==> src/rtl/trap_pkg.sv <==
// Shared constants and types for the machine-mode trap controller.
// Holds CSR addresses, cause codes, CSR operation encodings and the sequencer states.
package trap_pkg;

    localparam logic [11:0] CSR_MSTATUS = 12'h300;
    localparam logic [11:0] CSR_MIE     = 12'h304;
    localparam logic [11:0] CSR_MTVEC   = 12'h305;
    localparam logic [11:0] CSR_MEPC    = 12'h341;
    localparam logic [11:0] CSR_MCAUSE  = 12'h342;
    localparam logic [11:0] CSR_MTVAL   = 12'h343;
    localparam logic [11:0] CSR_MIP     = 12'h344;

    localparam int CAUSE_ILLEGAL  = 2;
    localparam int CAUSE_ECALL    = 11;
    localparam int CAUSE_IRQ_BASE = 16;

    localparam int MSTATUS_MIE_BIT  = 3;
    localparam int MSTATUS_MPIE_BIT = 7;

    typedef enum logic [1:0] {
        CSR_OP_NONE  = 2'b00,
        CSR_OP_WRITE = 2'b01,
        CSR_OP_SET   = 2'b10,
        CSR_OP_CLEAR = 2'b11
    } csr_op_e;

    typedef enum logic [1:0] {
        ST_IDLE,
        ST_TRAP,
        ST_REDIR,
        ST_RET
    } trap_state_e;

endpackage

==> src/rtl/trap_ctrl_if.sv <==
// WB-stage control bundle between the pipeline and the trap sequencer.
// The pipeline drives the master side; trap_ctrl sits on the slave side.
interface trap_ctrl_if #(
    parameter int XLEN    = 32,
    parameter int NUM_IRQ = 4
);
    logic                inst_valid;
    logic [XLEN-1:0]     pc_wb;
    logic [31:0]         inst_wb;
    logic [1:0]          exp_vector;
    logic                mret;
    logic [NUM_IRQ-1:0]  irq;
    logic                csr_rw;
    logic [1:0]          csr_op;
    logic [11:0]         csr_addr;
    logic [XLEN-1:0]     csr_wdata;
    logic [XLEN-1:0]     csr_rdata;
    logic                flush;
    logic                stall;
    logic                redirect;
    logic [XLEN-1:0]     redirect_pc;

    modport master (
        output inst_valid, pc_wb, inst_wb, exp_vector, mret, irq,
               csr_rw, csr_op, csr_addr, csr_wdata,
        input  csr_rdata, flush, stall, redirect, redirect_pc
    );

    modport slave (
        input  inst_valid, pc_wb, inst_wb, exp_vector, mret, irq,
               csr_rw, csr_op, csr_addr, csr_wdata,
        output csr_rdata, flush, stall, redirect, redirect_pc
    );
endinterface

==> src/rtl/trap_ctrl_irq_prio_enc.sv <==
// Lowest-index-wins priority encoder for the enabled interrupt lines.
module irq_prio_enc #(
    parameter int N     = 4,
    parameter int IDX_W = (N > 1) ? $clog2(N) : 1
) (
    input  logic [N-1:0]     req_i,
    output logic             valid_o,
    output logic [IDX_W-1:0] idx_o
);
    // NOTE: every always_comb output gets a default first so no path can infer a latch.
    always_comb begin
        valid_o = |req_i;
        idx_o   = '0;
        // Scanning downwards lets the lowest set index overwrite any higher one.
        for (int i = N - 1; i >= 0; i--) begin
            if (req_i[i]) idx_o = IDX_W'(i);
        end
    end
endmodule

==> src/rtl/trap_ctrl.sv <==
// Machine-mode trap sequencer: owns the trap CSRs and drives flush/stall/redirect.
// Optional feature macro TRAP_VECTORED_EN enables vectored mtvec mode for interrupts.
module trap_ctrl
    import trap_pkg::*;
#(
    parameter int              XLEN        = 32,
    parameter int              NUM_IRQ     = 4,
    parameter logic [XLEN-1:0] MTVEC_RESET = '0
) (
    input  logic       clk,
    input  logic       rst_n,
    trap_ctrl_if.slave bus
);
    localparam int IDX_W = (NUM_IRQ > 1) ? $clog2(NUM_IRQ) : 1;
`ifdef TRAP_VECTORED_EN
    localparam logic [XLEN-1:0] MTVEC_WMASK = '1;
`else
    localparam logic [XLEN-1:0] MTVEC_WMASK = ~XLEN'(3);
`endif

    trap_state_e        state_q, state_d;
    logic               mstatus_mie_q, mstatus_mie_d;
    logic               mstatus_mpie_q, mstatus_mpie_d;
    logic [NUM_IRQ-1:0] mie_q, mie_d;
    logic [XLEN-1:0]    mtvec_q, mtvec_d;
    logic [XLEN-1:0]    mepc_q, mepc_d;
    logic [XLEN-1:0]    mcause_q, mcause_d;
    logic [XLEN-1:0]    mtval_q, mtval_d;
    logic [XLEN-1:0]    cap_pc_q, cap_pc_d;
    logic [XLEN-1:0]    cap_cause_q, cap_cause_d;
    logic [XLEN-1:0]    cap_tval_q, cap_tval_d;

    logic               irq_valid;
    logic [IDX_W-1:0]   irq_idx;

    irq_prio_enc #(.N(NUM_IRQ), .IDX_W(IDX_W)) u_prio (
        .req_i   (bus.irq & mie_q),
        .valid_o (irq_valid),
        .idx_o   (irq_idx)
    );

    logic in_idle, ev_illegal, ev_ecall, ev_exc, ev_mret, ev_irq;
    logic take_trap, take_mret, csr_we;

    assign in_idle    = (state_q == ST_IDLE);
    assign ev_illegal = bus.inst_valid & bus.exp_vector[1];
    assign ev_ecall   = bus.inst_valid & bus.exp_vector[0];
    assign ev_exc     = ev_illegal | ev_ecall;
    assign ev_mret    = bus.inst_valid & bus.mret & ~ev_exc;
    assign ev_irq     = bus.inst_valid & ~bus.mret & ~ev_exc & mstatus_mie_q & irq_valid;
    assign take_trap  = in_idle & (ev_exc | ev_irq);
    assign take_mret  = in_idle & ev_mret;
    assign csr_we     = in_idle & bus.inst_valid & bus.csr_rw & ~take_trap & ~take_mret;

    logic [XLEN-1:0] trap_cause;
    always_comb begin
        if (ev_illegal)    trap_cause = XLEN'(CAUSE_ILLEGAL);
        else if (ev_ecall) trap_cause = XLEN'(CAUSE_ECALL);
        else               trap_cause = {1'b1, ((XLEN-1)'(CAUSE_IRQ_BASE) + (XLEN-1)'(irq_idx))};
    end

    logic [XLEN-1:0] csr_old, csr_new;
    always_comb begin
        csr_old = '0;
        case (bus.csr_addr)
            CSR_MSTATUS: begin
                csr_old[MSTATUS_MIE_BIT]  = mstatus_mie_q;
                csr_old[MSTATUS_MPIE_BIT] = mstatus_mpie_q;
            end
            CSR_MIE:    csr_old[CAUSE_IRQ_BASE +: NUM_IRQ] = mie_q;
            CSR_MTVEC:  csr_old = mtvec_q;
            CSR_MEPC:   csr_old = mepc_q;
            CSR_MCAUSE: csr_old = mcause_q;
            CSR_MTVAL:  csr_old = mtval_q;
            CSR_MIP:    csr_old[CAUSE_IRQ_BASE +: NUM_IRQ] = bus.irq;
            default:    ;
        endcase
    end

    always_comb begin
        case (csr_op_e'(bus.csr_op))
            CSR_OP_WRITE: csr_new = bus.csr_wdata;
            CSR_OP_SET:   csr_new = csr_old | bus.csr_wdata;
            CSR_OP_CLEAR: csr_new = csr_old & ~bus.csr_wdata;
            default:      csr_new = csr_old;
        endcase
    end

    logic [XLEN-1:0] trap_target;
    always_comb begin
        trap_target = {mtvec_q[XLEN-1:2], 2'b00};
`ifdef TRAP_VECTORED_EN
        if (mtvec_q[1:0] == 2'b01 && mcause_q[XLEN-1])
            trap_target = trap_target + {mcause_q[XLEN-3:0], 2'b00};
`endif
    end

    logic            flush_c, stall_c, redir_c;
    logic [XLEN-1:0] redir_pc_c;
    always_comb begin
        state_d    = state_q;
        flush_c    = 1'b0;
        stall_c    = 1'b0;
        redir_c    = 1'b0;
        redir_pc_c = '0;
        case (state_q)
            ST_IDLE: begin
                if (take_trap || take_mret) begin
                    state_d = take_trap ? ST_TRAP : ST_RET;
                    flush_c = 1'b1;
                    stall_c = 1'b1;
                end
            end
            ST_TRAP: begin
                stall_c = 1'b1;
                state_d = ST_REDIR;
            end
            ST_REDIR: begin
                redir_c    = 1'b1;
                redir_pc_c = trap_target;
                state_d    = ST_IDLE;
            end
            ST_RET: begin
                redir_c    = 1'b1;
                redir_pc_c = mepc_q;
                state_d    = ST_IDLE;
            end
            default: state_d = ST_IDLE;
        endcase
    end

    // Outputs are forced low while reset is held, even mid-sequence.
    assign bus.flush       = rst_n & flush_c;
    assign bus.stall       = rst_n & stall_c;
    assign bus.redirect    = rst_n & redir_c;
    assign bus.redirect_pc = rst_n ? redir_pc_c : '0;
    assign bus.csr_rdata   = rst_n ? csr_old : '0;

    always_comb begin
        mstatus_mie_d  = mstatus_mie_q;
        mstatus_mpie_d = mstatus_mpie_q;
        mie_d          = mie_q;
        mtvec_d        = mtvec_q;
        mepc_d         = mepc_q;
        mcause_d       = mcause_q;
        mtval_d        = mtval_q;
        cap_pc_d       = cap_pc_q;
        cap_cause_d    = cap_cause_q;
        cap_tval_d     = cap_tval_q;

        // The trapping instruction is captured at the event so the pipeline may move on.
        if (take_trap) begin
            cap_pc_d    = bus.pc_wb;
            cap_cause_d = trap_cause;
            cap_tval_d  = ev_illegal ? XLEN'(bus.inst_wb) : '0;
        end

        if (csr_we) begin
            case (bus.csr_addr)
                CSR_MSTATUS: begin
                    mstatus_mie_d  = csr_new[MSTATUS_MIE_BIT];
                    mstatus_mpie_d = csr_new[MSTATUS_MPIE_BIT];
                end
                CSR_MIE:    mie_d    = csr_new[CAUSE_IRQ_BASE +: NUM_IRQ];
                CSR_MTVEC:  mtvec_d  = csr_new & MTVEC_WMASK;
                CSR_MEPC:   mepc_d   = csr_new & ~XLEN'(1);
                CSR_MCAUSE: mcause_d = csr_new;
                CSR_MTVAL:  mtval_d  = csr_new;
                default:    ;
            endcase
        end

        if (state_q == ST_TRAP) begin
            mepc_d         = cap_pc_q & ~XLEN'(1);
            mcause_d       = cap_cause_q;
            mtval_d        = cap_tval_q;
            mstatus_mpie_d = mstatus_mie_q;
            mstatus_mie_d  = 1'b0;
        end

        if (state_q == ST_RET) begin
            mstatus_mie_d  = mstatus_mpie_q;
            mstatus_mpie_d = 1'b1;
        end
    end

    // NOTE: sequential state uses non-blocking assignments so every register samples pre-edge values.
    always_ff @(posedge clk) begin
        if (!rst_n) begin
            state_q        <= ST_IDLE;
            mstatus_mie_q  <= 1'b0;
            mstatus_mpie_q <= 1'b0;
            mie_q          <= '0;
            mtvec_q        <= MTVEC_RESET & MTVEC_WMASK;
            mepc_q         <= '0;
            mcause_q       <= '0;
            mtval_q        <= '0;
            cap_pc_q       <= '0;
            cap_cause_q    <= '0;
            cap_tval_q     <= '0;
        end else begin
            state_q        <= state_d;
            mstatus_mie_q  <= mstatus_mie_d;
            mstatus_mpie_q <= mstatus_mpie_d;
            mie_q          <= mie_d;
            mtvec_q        <= mtvec_d;
            mepc_q         <= mepc_d;
            mcause_q       <= mcause_d;
            mtval_q        <= mtval_d;
            cap_pc_q       <= cap_pc_d;
            cap_cause_q    <= cap_cause_d;
            cap_tval_q     <= cap_tval_d;
        end
    end

endmodule

==> src/flat_wrapper.sv <==
// flat-port wrapper written by rule: the top's interface ports become plain ports
module trap_ctrl_flat import trap_pkg::*;
#(
    parameter int              XLEN        = 32,
    parameter int              NUM_IRQ     = 4,
    parameter logic [XLEN-1:0] MTVEC_RESET = '0
)
  (clk, rst_n, bus_inst_valid, bus_pc_wb, bus_inst_wb, bus_exp_vector, bus_mret, bus_irq, bus_csr_rw, bus_csr_op, bus_csr_addr, bus_csr_wdata, bus_csr_rdata, bus_flush, bus_stall, bus_redirect, bus_redirect_pc);
  trap_ctrl_if #(.XLEN(XLEN), .NUM_IRQ(NUM_IRQ)) bus_i ();
  input  logic clk;
  input  logic rst_n;
  input wire logic [$bits(bus_i.inst_valid)-1:0] bus_inst_valid;
  input wire logic [$bits(bus_i.pc_wb)-1:0] bus_pc_wb;
  input wire logic [$bits(bus_i.inst_wb)-1:0] bus_inst_wb;
  input wire logic [$bits(bus_i.exp_vector)-1:0] bus_exp_vector;
  input wire logic [$bits(bus_i.mret)-1:0] bus_mret;
  input wire logic [$bits(bus_i.irq)-1:0] bus_irq;
  input wire logic [$bits(bus_i.csr_rw)-1:0] bus_csr_rw;
  input wire logic [$bits(bus_i.csr_op)-1:0] bus_csr_op;
  input wire logic [$bits(bus_i.csr_addr)-1:0] bus_csr_addr;
  input wire logic [$bits(bus_i.csr_wdata)-1:0] bus_csr_wdata;
  output wire logic [$bits(bus_i.csr_rdata)-1:0] bus_csr_rdata;
  output wire logic [$bits(bus_i.flush)-1:0] bus_flush;
  output wire logic [$bits(bus_i.stall)-1:0] bus_stall;
  output wire logic [$bits(bus_i.redirect)-1:0] bus_redirect;
  output wire logic [$bits(bus_i.redirect_pc)-1:0] bus_redirect_pc;
  assign bus_i.inst_valid = bus_inst_valid;
  assign bus_i.pc_wb = bus_pc_wb;
  assign bus_i.inst_wb = bus_inst_wb;
  assign bus_i.exp_vector = bus_exp_vector;
  assign bus_i.mret = bus_mret;
  assign bus_i.irq = bus_irq;
  assign bus_i.csr_rw = bus_csr_rw;
  assign bus_i.csr_op = bus_csr_op;
  assign bus_i.csr_addr = bus_csr_addr;
  assign bus_i.csr_wdata = bus_csr_wdata;
  assign bus_csr_rdata = bus_i.csr_rdata;
  assign bus_flush = bus_i.flush;
  assign bus_stall = bus_i.stall;
  assign bus_redirect = bus_i.redirect;
  assign bus_redirect_pc = bus_i.redirect_pc;
  trap_ctrl #(.XLEN(XLEN), .NUM_IRQ(NUM_IRQ), .MTVEC_RESET(MTVEC_RESET)) u_core (.clk(clk), .rst_n(rst_n), .bus(bus_i));
endmodule
==> config.mk <==
export PLATFORM = sky130hd
export DESIGN_NAME = trap_ctrl_flat
export DESIGN_NICKNAME = d
export VERILOG_FILES = /design/src/rtl/trap_pkg.sv /design/src/rtl/trap_ctrl_if.sv /design/src/rtl/trap_ctrl_irq_prio_enc.sv /design/src/rtl/trap_ctrl.sv /design/src/flat_wrapper.sv
export SDC_FILE = /design/constraint.sdc
export NUM_CORES = 1
export LEC_CHECK = 0
export ABC_AREA = 1
export CAP_MARGIN = 10
export CORE_MARGIN = 2
export CORE_UTILIZATION = 25
export CTS_BUF_LIST = sky130_fd_sc_hd__clkbuf_8
export DETAILED_ROUTE_END_ITERATION = 6
export PLACE_DENSITY = 0.48
export SYNTH_ARGS = -nofsm -noshare
export SYNTH_HDL_FRONTEND = slang
export SYNTH_SLANG_ARGS = --single-unit
==> constraint.sdc <==
create_clock -name clk -period 3.48 [get_ports clk]
set_input_delay 0.348 -clock clk [delete_from_list [all_inputs] [get_ports clk]]
set_output_delay 0.348 -clock clk [all_outputs]
set_load 0.05 [all_outputs]
After elaboration in Yosys (flattened, before gate mapping)

Cells that the tools add are included.

Logic and storage cells: 111
Register bits after elaboration: 229
Bits of input ports: 121
Output and inout bits: 67

Bitwise logic cells: 27
$add $sub $neg: 1
Equal/unequal tests: 14
Mux-type cells: 42
Reduce and logical (&&, ||, !) cells: 16

Operators by type and width:

| cell                 | number |
|---|---|
| $mux 32              | 14 |
| $pmux 32 s3          | 1 |
| $eq 12x10->1 const B | 7 |
| $pmux 32 s2          | 1 |
| $pmux 12 s4          | 1 |
| $and 32x32->32       | 1 |
| $not 32->32          | 1 |
| $or 32x32->32        | 1 |
| $pmux 8 s4           | 1 |
| $pmux 3 s4           | 2 |
| $pmux 4 s6           | 1 |
| $and 1x1->1          | 17 |
| $mux 2               | 6 |
| $reduce_and 2->1     | 6 |
| $mux 1               | 11 |
| $pmux 1 s5           | 2 |
| $eq 2x2->1 const B   | 4 |
| $reduce_bool 2->1    | 4 |
| $add 5x2->6 const A  | 1 |
| $pmux 2 s3           | 1 |
| $reduce_bool 3->1    | 2 |
| $and 4x4->4          | 1 |
| $eq 2x1->1 const B   | 2 |
| $not 1->1            | 4 |
| other kinds (7)      | 8 |

Logic depth before layout (Yosys ltp)

Gate-level depths: netlist of the first run.

Word-level depth: 14
Depth in mapped cells: 15
Gate-level depth less buffers: 15

By module

From an unflattened synthesis of the first run, not the netlist that was laid out.

Cells, all modules: 1569
Area total of the unflattened synthesis: 10786.6 um^2

By module, submodules not included:

| module       | area an instance (um^2) | cells each | sequential area each (um^2) | times used |
|---|---|---|---|---|
| trap_ctrl    | 10740.3                 | 1560       | 4003.8                      | 1 |
| irq_prio_enc | 46.3                    | 9          | 0.0                         | 1 |

Worst setup path before layout of the first run

No wires, ideal clock.

Path type: in2out
Start point: in bus_csr_addr[11]
End point: out bus_csr_rdata[25]
Required time: 3132 ps
Stages on the path: 8
Data arrival time: 2151 ps
Setup slack: 981 ps
Buffers on the path: 1
Cell sequence: nor2_1 -> nand2_2 -> nor2_1 -> nand3_2 -> clkinv_1 -> buf_2 -> nand2_1 -> a41oi_1

Cells in the longest elaborated chain, start to end: 3
Elaborated cells on any way between the ends: 6
Those cells by class: 4 x eq/ne; 2 x mux

RTL lines:

| element         | line               | RTL |
|---|---|---|
| from (decl)     | flat_wrapper.sv:20 | `input wire logic [$bits(bus_i.csr_addr)-1:0] bus_csr_addr;` |
| $eq 12x10->1    | trap_ctrl.sv:65    | `case (bus.csr_addr)` |
| $pmux 12 s4 (*) | trap_ctrl.sv:65    |  |
| $mux 32 (*)     | trap_ctrl.sv:137   | `assign bus.csr_rdata = rst_n ? csr_old : '0;` |
| to (decl)       | flat_wrapper.sv:22 | `output wire logic [$bits(bus_i.csr_rdata)-1:0] bus_csr_rdata;` |

Mark *: on every way between the ends. The rest lies on a longest branch, timed or not.

Worst setup path in the final report of the first run

Start point: in bus_csr_addr[6]
End point: out bus_csr_rdata[15]

Cells in the longest elaborated chain, start to end: 3
Elaborated cells on any way between the ends: 6
Those cells by class: 4 x eq/ne; 2 x mux

RTL lines:

| element        | line |
|---|---|
| $eq 12x10->1   | trap_ctrl.sv:65 |
| $pmux 8 s4 (*) | trap_ctrl.sv:65 |
| $mux 32 (*)    | trap_ctrl.sv:137 |

Marks and branches as above.

==> summary.md, run 1 <==
| Metric | Value |
|---|---|
| Clk buf depth | 2 |
| Fin. max-slew vios | 0 |
| Post-route DRC | 0 |
| Skew final | roughly 0.024 ns |
| R2R Setup Slk | 1.13 ns |
| Largest net degree at the start of global routing | 71 |
| HPWL after DPL | approximately 32,000 µm |
| Placed Area | 0.0132 mm² |
| Congestion Overflow GR | 0 |
| Psw | 0.00162 W |
| Number of global-route vias before repair | between 10,000 and 15,000 |
| Post-CTS sizing | 0 |
| Num CTS Buffers | 17 |
| Power Internal | 0.00331 W |
| # nets final | 1,864 |
| Top FF cell, synth | dfxtp_1 |
| Final hold violation count | 0 |
| Critical Path AT | 2.68 ns |
| LEAKAGE | 5.36 nW |
| Total Routing Usage GR | between 20% and 30% |
| CP startpoint kind | input port |
| CP Capture Type | output pin |
| Setup TNS | 0 ns |
| Clk pwr share | between 20% and 30% |
| First-pass GRT wire length | 68,700 µm |
| Post-CTS Hold Fix Bufs | 0 |
| Die area | ~0.044 mm² |
| Clk slew on worst S/H paths | roughly 0.12 ns |
| Clock Sinks | 200 |
| Chip Width | about 210 µm |
| Synth cell types | 38 |
| DRT iter0 DRCs | 1,095 |
| Crit path kind | in -> out |
| Power density cells | 364 mW/mm² |
| Register share of total power | about half |
| Fraction of layout cells with a size suffix above 1 | a little over 10% |
| Worst-path maximum fanout | 36 |
| Syn. warnings | 0 |
| Switching fraction of total power | about a third |
| Routed Antenna Nets | 0 |
| Final core utilization | approximately a third |
| Largest area contributor in the netlist | dfxtp_1 |
| Core ar. | 0.0417 mm² |
| DRT Pass-1 Iters | 5 |
| Least-Margin Pin Slew | 0.751 ns |
| Die height | 209 µm |
| Period utilization | slightly below 90% |
| Syn Nets | 1,728 |
| Post-Syn Area | approximately 0.010 mm² |
| Tmin final | ~3.0 ns |
| Initial antenna violation count | 5 |
| WL final | 45,500 µm |
| I/O pin count | around 190 |
| Top post-synthesis cells by area | dfxtp_1 38%, nand2_1 13%, a21oi_1 11%, nand3_1 8.5%, o21ai_0 7.4% |
| Synth Instances | approximately 1,600 |
| FF+latch count, synth | 200 |
| Number of max-cap violations | 0 |
| CTS tree | yes |
| Outcome | completed |
| Vias per cell | a little over 5 |
| Hold/Removal Path Class | in -> reg |
| Fmax | ~330 MHz |
| Worst vdd ir | about 0.00019 V |
| Worst-skew pair later-pin latency | roughly 0.5 ns |
| CTS H-tree lvls | 4 |
| Number of port buffers | 185 |
| CP required | 3.13 ns |
| Ys async rst share | 0% |
| Fin Hold WS | between 0.2 and 0.3 ns |
| Site row count | 75 |
| Setup Viol. Count Final | 0 |
| Seq/Total Area, Yosys | 38.2% |
| Synth-to-Final Area Change | 28.9% |
| Post-synth EDFFs | 0 |
| Via count | approximately 12,000 |
| Comb pwr share | around a fifth |
| Final Wtd Congestion | ~0.87 |
| Initial Utilization | between 20% and 30% |
| Share of the synthesized area in the top cell type | approximately two fifths |
| RSZ-0062 raised after global routing | false |
| Slew HR | about half |
| Wire per inst | between 15 and 20 µm |
| Postcts setup bufs | 0 |
| Avg Inst Size Synth | approximately 6.5 µm² |
| Post-route cell area | roughly 0.014 mm² |
| Root buffer cell | clkbuf_8 |
## placed cells by master (no fill, tap or decap), types with 17 or more instances in the layout
master             n
dfxtp_1          199
inv_1             53
clkdlybuf4s50_1  124
a41oi_1           17
nor2_1           193
o21ai_1           40
buf_12            37
o21ai_0          155
nand3_1          179
a21oi_1          222
clkbuf_8          19
buf_4             78
nand2_1          361
## final cells by class
cell class | count | area, µm²
Fill cell | 4615 | 28100
Multi-Input combinational cell | 1224 | 5690
Sequential cell | 200 | 4010
Timing Repair Buffer | 239 | 2570
Tap cell | 539 | 674
Clock buffer | 19 | 262
Inverter | 61 | 231
Clock inverter | 12 | 95.1
Antenna cell | 2 | 5.00
## worst max-delay path, stage by stage
cell and delay (ns):
clkdlybuf4s50_1 0.48, inv_1 0.04, nor2_1 0.08, nand2_1 0.12, nor2_4 0.20, buf_4 0.45, nand3_1 0.16, o211ai_1 0.14
a21oi_1 0.07, buf_4 0.15, nor2_1 0.22, buf_12 0.18
## per-layer routing
layer  vias to the layer above  share of wire [%]  track usage [%]
met3                        52                7.9             3.79
met1                      5406                 49             30.9
met2                       482                 42             30.0
met5                         -               0.13                0
li1                       5677                  -                -
met4                         8                1.5             4.95
## path summary, 6_finish.rpt
| kind | start | end | cells after the start |
|---|---|---|---|
| max | bus_csr_addr[6] | bus_csr_rdata[15] | 12 |
| min | rst_n | u_core.mtvec_q[7] | 3 |
| max reg2reg | u_core.mie_q[1] | u_core.mtval_q[12] | 10 |
| min reg2reg | u_core.cap_cause_q[1] | u_core.cap_cause_q[1] | 2 |
## Yosys cell counts (3+ instances only)
| master | n |
|---|---|
| nand2_1 | 361 |
| a21oi_1 | 222 |
| dfxtp_1 | 200 |
| nor2_1 | 193 |
| nand3_1 | 179 |
| o21ai_0 | 155 |
| clkbuf_1 | 61 |
| inv_1 | 53 |
| o21ai_1 | 40 |
| buf_2 | 29 |
| buf_4 | 22 |
| a41oi_1 | 17 |
| buf_1 | 10 |
| o22ai_1 | 9 |
| inv_2 | 7 |
| o211ai_1 | 7 |
| nand2_2 | 6 |
| nand4_1 | 6 |
| nor2_2 | 3 |
| nor2_4 | 3 |
| nor3_1 | 3 |
| o21ai_2 | 3 |
## cells by family after synthesis
kind of cell / synth area share (%)
DFF: 38.2
buffers and inverters: 7.68
other: 0.0357
and+or+nand+nor: 31.1
AOI/OAI and AO/OA: 23.0
## metrics by stage
step | cells | total power (W) | setup WS [ns]
final | 2296 | 0.00492 | 0.448
after global routing | 2294 | 0.00516 | 0.261
after CTS | 2294 | 0.00495 | 0.488
after detailed placement | 2263 | 0.00352 | 0.495
after global placement | 2263 | 0.00352 | 0.501
after floorplan | 1607 | 0.00310 | 0.981
## flip-flops by register name, indices dropped and copies added (netlist names)
name / cells
u_core.cap_cause_q: 4
u_core.cap_pc_q: 31
u_core.cap_tval_q: 32
u_core.mcause_q: 32
u_core.mepc_q: 31
u_core.mie_q: 4
u_core.mstatus_mie_q: 1
u_core.mstatus_mpie_q: 1
u_core.mtval_q: 32
u_core.mtvec_q: 30
u_core.state_q: 2
## power groups by stage
stage / Sequential [W] / Clock [W] / Combinational, W
global route: 0.00256 / 0.00157 / 0.00103
finish: 0.00254 / 0.00145 / 0.000934
CTS: 0.00254 / 0.00148 / 0.000934
global placement: 0.00259 / 0 / 0.000928
detailed placement: 0.00259 / 0 / 0.000930
floorplan: 0.00255 / 0 / 0.000544
No activity file was read; power rests on OpenSTA's default activity.
==> run 2: changes to the inputs <==
Settings changed: CORE_UTILIZATION 25 to 51, CTS_BUF_LIST sky130_fd_sc_hd__clkbuf_8 to default, PLACE_DENSITY 0.48 to 0.82.
==> run 2 against run 1 <==
Against the previous run: routed wire length decreased by 15%; sequential power is essentially flat; fmax grew 1.4%; non-clock buffer count decreased by 12; highest routed layer is now met4; register-to-register slack got worse by 0.19 ns; via count grew 3.2%; cell count fell by 12%; first-iteration DRC count rose by 48%; die area fell by 50%; critical path depth down 2; worst hold slack better by 0.18 ns; utilization increased by 33 points.
==> summary.md, run 2 (synthesis results as in run 1) <==
| Metric | Value |
|---|---|
| Outcome | completed |
| Largest net degree at the start of global routing | 96 |
| I/O pin count | 188 |
| Worst-skew pair later-pin latency | approximately 0.44 ns |
| Fmax | around 330 MHz |
| Synth-to-Final Area Change | 27.0% |
| Slew HR | about two fifths |
| # diodes | 0 |
| Setup TNS | 0 ns |
| Critical Path AT | 2.64 ns |
| First-pass GRT wire length | between 50,000 and 60,000 µm |
| Post-CTS Hold Fix Bufs | 0 |
| CTS H-tree lvls | 4 |
| Tmin final | around 3 ns |
| Root buffer cell | clkbuf_16 |
| Top flop regs | u_core.cap_tval_q x32, u_core.mcause_q x32, u_core.mtval_q x32 |
| Worst r2r path cells | 8 |
| CP startpoint kind | input port |
| Chip Width | 147 µm |
| Worst vdd ir | 0.000390 V |
| Site row count | 52 |
| Initial Utilization | approximately 52% |
| Number of max-cap violations | 0 |
| Worst-path maximum fanout | 13 |
| Final Wtd Congestion | 0.982 |
| WP depth | 10 |
| Most frequent cells in the layout | 361 x nand2_1, 222 x a21oi_1, 199 x dfxtp_1 |
| Post-route DRC | 0 |
| Fraction of layout cells with a size suffix above 1 | between 9 and 10% |
| CP bufs+invs | 4 |
| Via count | approximately 12,000 |
| Largest stage delay, worst path | just over 0.4 ns |
| Clock Sinks | 200 |
| Fin. max-slew vios | 0 |
| Num CTS Buffers | 17 |
| Die height | around 150 µm |
| Clk slew on worst S/H paths | around 0.080 ns |
| Wire per inst | 19.2 µm |
| Vias per cell | about 6 |
| CP Capture Type | output pin |
| HPWL after DPL | around 26,000 µm |
| CTS tree | yes |
| Number of port buffers | around 190 |
| Critical-path top delay cell | clkdlybuf4s50_1 |
| CP top delay family | buffers and inverters |
| LEAKAGE | 5.43 nW |
| Initial antenna violation count | 0 |
| Setup Viol. Count Final | 0 |
| Congestion Overflow GR | 0 |
| Clk buf depth | 2 |
| Number of global-route vias before repair | approximately 11,000 |
| RSZ-0062 raised after global routing | false |
| WL final | 38,600 µm |
| DRT Pass-1 Iters | 7 |
| CP required | 3.13 ns |
| Design Power | 0.00555 W |
| Crit path kind | in -> out |
| Hold/Removal Path Class | reg -> reg |
| Total Routing Usage GR | a little over a third |
| Routed Antenna Nets | 0 |
| Power density cells | 417 mW/mm² |
| Hold Crit Depth | 2 |
| Cell Chain, Critical Path | clkdlybuf4s50_1, nor2_1, nand2_1, nor2_1, nand3_2, clkinv_1, buf_4, nand2_1, a41oi_1, buf_12 |
| Skew final | roughly 0.010 ns |
| # nets final | roughly 1,900 |
| Least-Margin Pin Slew | 0.877 ns |
| Die area | roughly 0.022 mm² |
| Most common cell after layout, fill and taps aside | nand2_1 |
| Period utilization | 85.9% |
| Final hold violation count | 0 |
| Core ar. | ~0.020 mm² |
| Postcts setup bufs | 0 |
| DRT iter0 DRCs | approximately 1,600 |
| Post-CTS sizing | 0 |
## run 2: changes by cell type in the layout (fill, tap and decap cells not counted), sizes merged
cell           before  now
diode               2    0
bufinv              0    3
clkbuf             19   17
clkdlybuf4s50     124  120
inv                64   66
clkinv              6    3
buf               115  107
## run 2: tightest hold or removal path: stages (launching register included)
cell and delay [ns]:
dfxtp_1 0.32, nand2_1 0.06, a21oi_1 0.05
## run 2: report_power, final
| part | total [W] | leakage (nW) | switching (W) | internal (W) |
|---|---|---|---|---|
| sequential | 0.00254 | 1.63 | 0.000104 | 0.00244 |
| combinational | 0.000918 | 3.50 | 0.000597 | 0.000321 |
| clock | 0.00209 | 0.291 | 0.000939 | 0.00115 |
## run 2: layout make-up
cell class,instances,area (µm²)
Clock buffer,17,425
Clock inverter,14,188
Fill cell,1807,6910
Inverter,61,231
Multi-Input combinational cell,1224,5690
Sequential cell,200,4010
Tap cell,270,338
Timing Repair Buffer,227,2450
## run 2: final timing paths
| path | start | end | slack [ns] |
|---|---|---|---|
| max reg2reg | u_core.state_q[1] | u_core.mtval_q[20] | 0.94 |
| min | u_core.mcause_q[17] | u_core.mcause_q[17] | 0.47 |
| min reg2reg | u_core.mcause_q[17] | u_core.mcause_q[17] | 0.47 |
| max | bus_csr_addr[5] | bus_csr_rdata[9] | 0.49 |
## run 2: stage by stage
stage	std cells	util, %	instance area (µm²)	setup slack, ns	hold slack [ns]
detailed placement	1982	62.8	12700	0.570	0.453
CTS	2013	65.9	13300	0.556	0.464
global placement	1982	62.8	12700	0.603	0.451
global route	2013	65.9	13300	0.356	0.480
finish	2013	65.9	13300	0.489	0.468
floorplan	1607	-	10500	0.981	0.432
## run 2: routing by layer
metal	share of wire, %	GRT usage (%)	up-vias
met4	2.5	11.3	0
met3	13	8.61	84
li1	-	-	5648
met5	0	0	-
met2	43	52.5	816
met1	41	49.3	5450
==> run 3: changes to the inputs <==
Settings changed: PLACE_DENSITY 0.82 to 0.85.
==> run 3 against run 2 <==
Against the previous run: fmax decreased by 1.7%; critical path depth fell by 6; via count up 0.48%; setup slack worse by 0.052 ns; routed wire length fell by 1.8%; combinational power down 1%; clock skew is 0.00064 ns higher; die area did not move.
==> summary.md, run 3 (synthesis results as in run 1) <==
| Metric | Value |
|---|---|
| Top flop regs | u_core.cap_tval_q x32, u_core.mcause_q x32, u_core.mtval_q x32 |
| Initial antenna violation count | 0 |
| Critical Path AT | about 2.7 ns |
| Synth-to-Final Area Change | 27.6% |
| RSZ-0062 raised after global routing | false |
| HPWL after DPL | approximately 26,000 µm |
| Fraction of layout cells with a size suffix above 1 | under 10% |
| Die height | around 150 µm |
| Largest net degree at the start of global routing | a little over 80 |
| Period utilization | roughly 90% |
| Die area | ~0.022 mm² |
| Hold/Removal Path Class | in -> reg |
| I/O pin count | ~190 |
| Core ar. | ~0.020 mm² |
| Worst vdd ir | 0.000362 V |
| Via count | 12,100 |
| Worst-path maximum fanout | 25 |
| Most common cell after layout, fill and taps aside | nand2_1 |
| Num CTS Buffers | 17 |
| CP required | 3.13 ns |
| Final Wtd Congestion | 0.929 |
| Design Power | 0.00546 W |
| Postcts setup bufs | 0 |
| Switching fraction of total power | approximately 30% |
| Fmax | between 300 and 400 MHz |
| Psw | 0.00161 W |
| LEAKAGE | 5.36 nW |
| Setup Viol. Count Final | 0 |
| Clk buf depth | 2 |
| Final hold violation count | 0 |
| Number of global-route vias before repair | around 11,000 |
| Post-route cell area | ~0.013 mm² |
| Register share of total power | 46.8% |
| Fin. max-slew vios | 0 |
| Pre-CTS WS | ~0.54 ns |
| Initial Utilization | between 50% and 60% |
| Post-CTS sizing | 0 |
| Clock Sinks | 200 |
| WL final | 37,900 µm |
| DRT Pass-1 Iters | 6 |
| CTS tree | yes |
| Total Routing Usage GR | 34.3% |
| Crit path kind | reg -> out |
| Crit path setup slack, layout | approximately 0.44 ns |
| Comb pwr share | between 10% and 20% |
| # nets final | roughly 1,900 |
| Least-Margin Pin Slew | roughly 0.77 ns |
| Number of port buffers | 185 |
| Slew HR | roughly 49% |
| Chip Width | between 100 and 150 µm |
| Wire per inst | ~19 µm |
| Routed Antenna Nets | 0 |
| Setup TNS | 0 ns |
| R2R Setup Slk | approximately 0.85 ns |
| Clk slew on worst S/H paths | 0.07 ns |
| CP startpoint kind | register |
| CP Capture Type | output pin |
| CTS H-tree lvls | 4 |
| Most frequent cells in the layout | 361 x nand2_1, 222 x a21oi_1, 199 x dfxtp_1 |
| Outcome | completed |
| Site row count | 52 |
| Worst-skew pair later-pin latency | between 0.4 and 0.5 ns |
| Root buffer cell | clkbuf_16 |
| DRT iter0 DRCs | about 1,700 |
| First-pass GRT wire length | around 60,000 µm |
| Power Internal | just under 0.004 W |
| Congestion Overflow GR | 0 |
| Skew final | between 0.01 and 0.015 ns |
| Placed Area | 0.0128 mm² |
| Tmin final | 3.04 ns |
| Number of max-cap violations | 0 |
| Post-CTS Hold Fix Bufs | 0 |
| Power density cells | 408 mW/mm² |
| # diodes | 0 |
| Post-route DRC | 0 |
| Final core utilization | between 60 and 70% |
| Clk pwr share | ~37% |
| Vias per cell | between 5 and 6 |
==> run 3: cell count changes in the layout (fill, tap and decap cells not counted), sizes merged, moves of 2 or more <==
cell | before | now
buf | 107 | 75
clkdlybuf4s50 | 120 | 150
clkbuf | 17 | 22
bufinv | 3 | 1
clkinvlp | 3 | 1
==> run 3: path summary, 6_finish.rpt <==
kind                           start                  end  cells past startpoint
setup reg to reg   u_core.state_q[0]    u_core.mepc_q[20]                      8
setup / recovery   u_core.state_q[1]  bus_redirect_pc[29]                      4
hold reg to reg   u_core.mcause_q[8]   u_core.mcause_q[8]                      2
hold / removal                 rst_n  u_core.cap_pc_q[22]                      3
==> run 3: stage by stage <==
step | hold slack (ns) | std cells
after detailed placement | 0.455 | 1980
after global routing | 0.298 | 2012
after CTS | 0.256 | 2012
final | 0.262 | 2012
after floorplan | 0.432 | 1607
after global placement | 0.452 | 1980
==> run 3: area by class of cell <==
cell class | instances | area, µm²
Inverter | 61 | 231
Fill cell | 1727 | 6840
Clock inverter | 10 | 109
Timing Repair Buffer | 225 | 2540
Sequential cell | 200 | 4010
Clock buffer | 22 | 484
Multi-Input combinational cell | 1224 | 5690
Tap cell | 270 | 338
==> run 3: power groups by stage <==
| stage | sequential, W | clock (W) | combinational [W] |
|---|---|---|---|
| 3_5_place_dp | 0.00259 | 0 | 0.000874 |
| 5_1_grt | 0.00256 | 0.00210 | 0.000978 |
| 2_1_floorplan | 0.00255 | 0 | 0.000544 |
| 4_1_cts | 0.00254 | 0.00199 | 0.000882 |
| 3_3_place_gp | 0.00259 | 0 | 0.000861 |
| 6_report | 0.00255 | 0.00200 | 0.000905 |
==> run 3: layer usage <==
layer	global-route usage (%)	vias to the layer above	wire length [µm]	share of wire, %
li1	-	5645	-	-
met1	49.6	5485	15600	41
met4	12.6	0	1100	2.9
met3	9.10	106	5180	14
met5	0	-	0	0
met2	49.1	820	16000	42
==> run 3: critical path, stage by stage (launching register included) <==
cell	delay, ns
dfxtp_2	0.64
buf_4	0.37
nand3_1	0.11
a21oi_1	0.27
clkdlybuf4s50_1	0.86
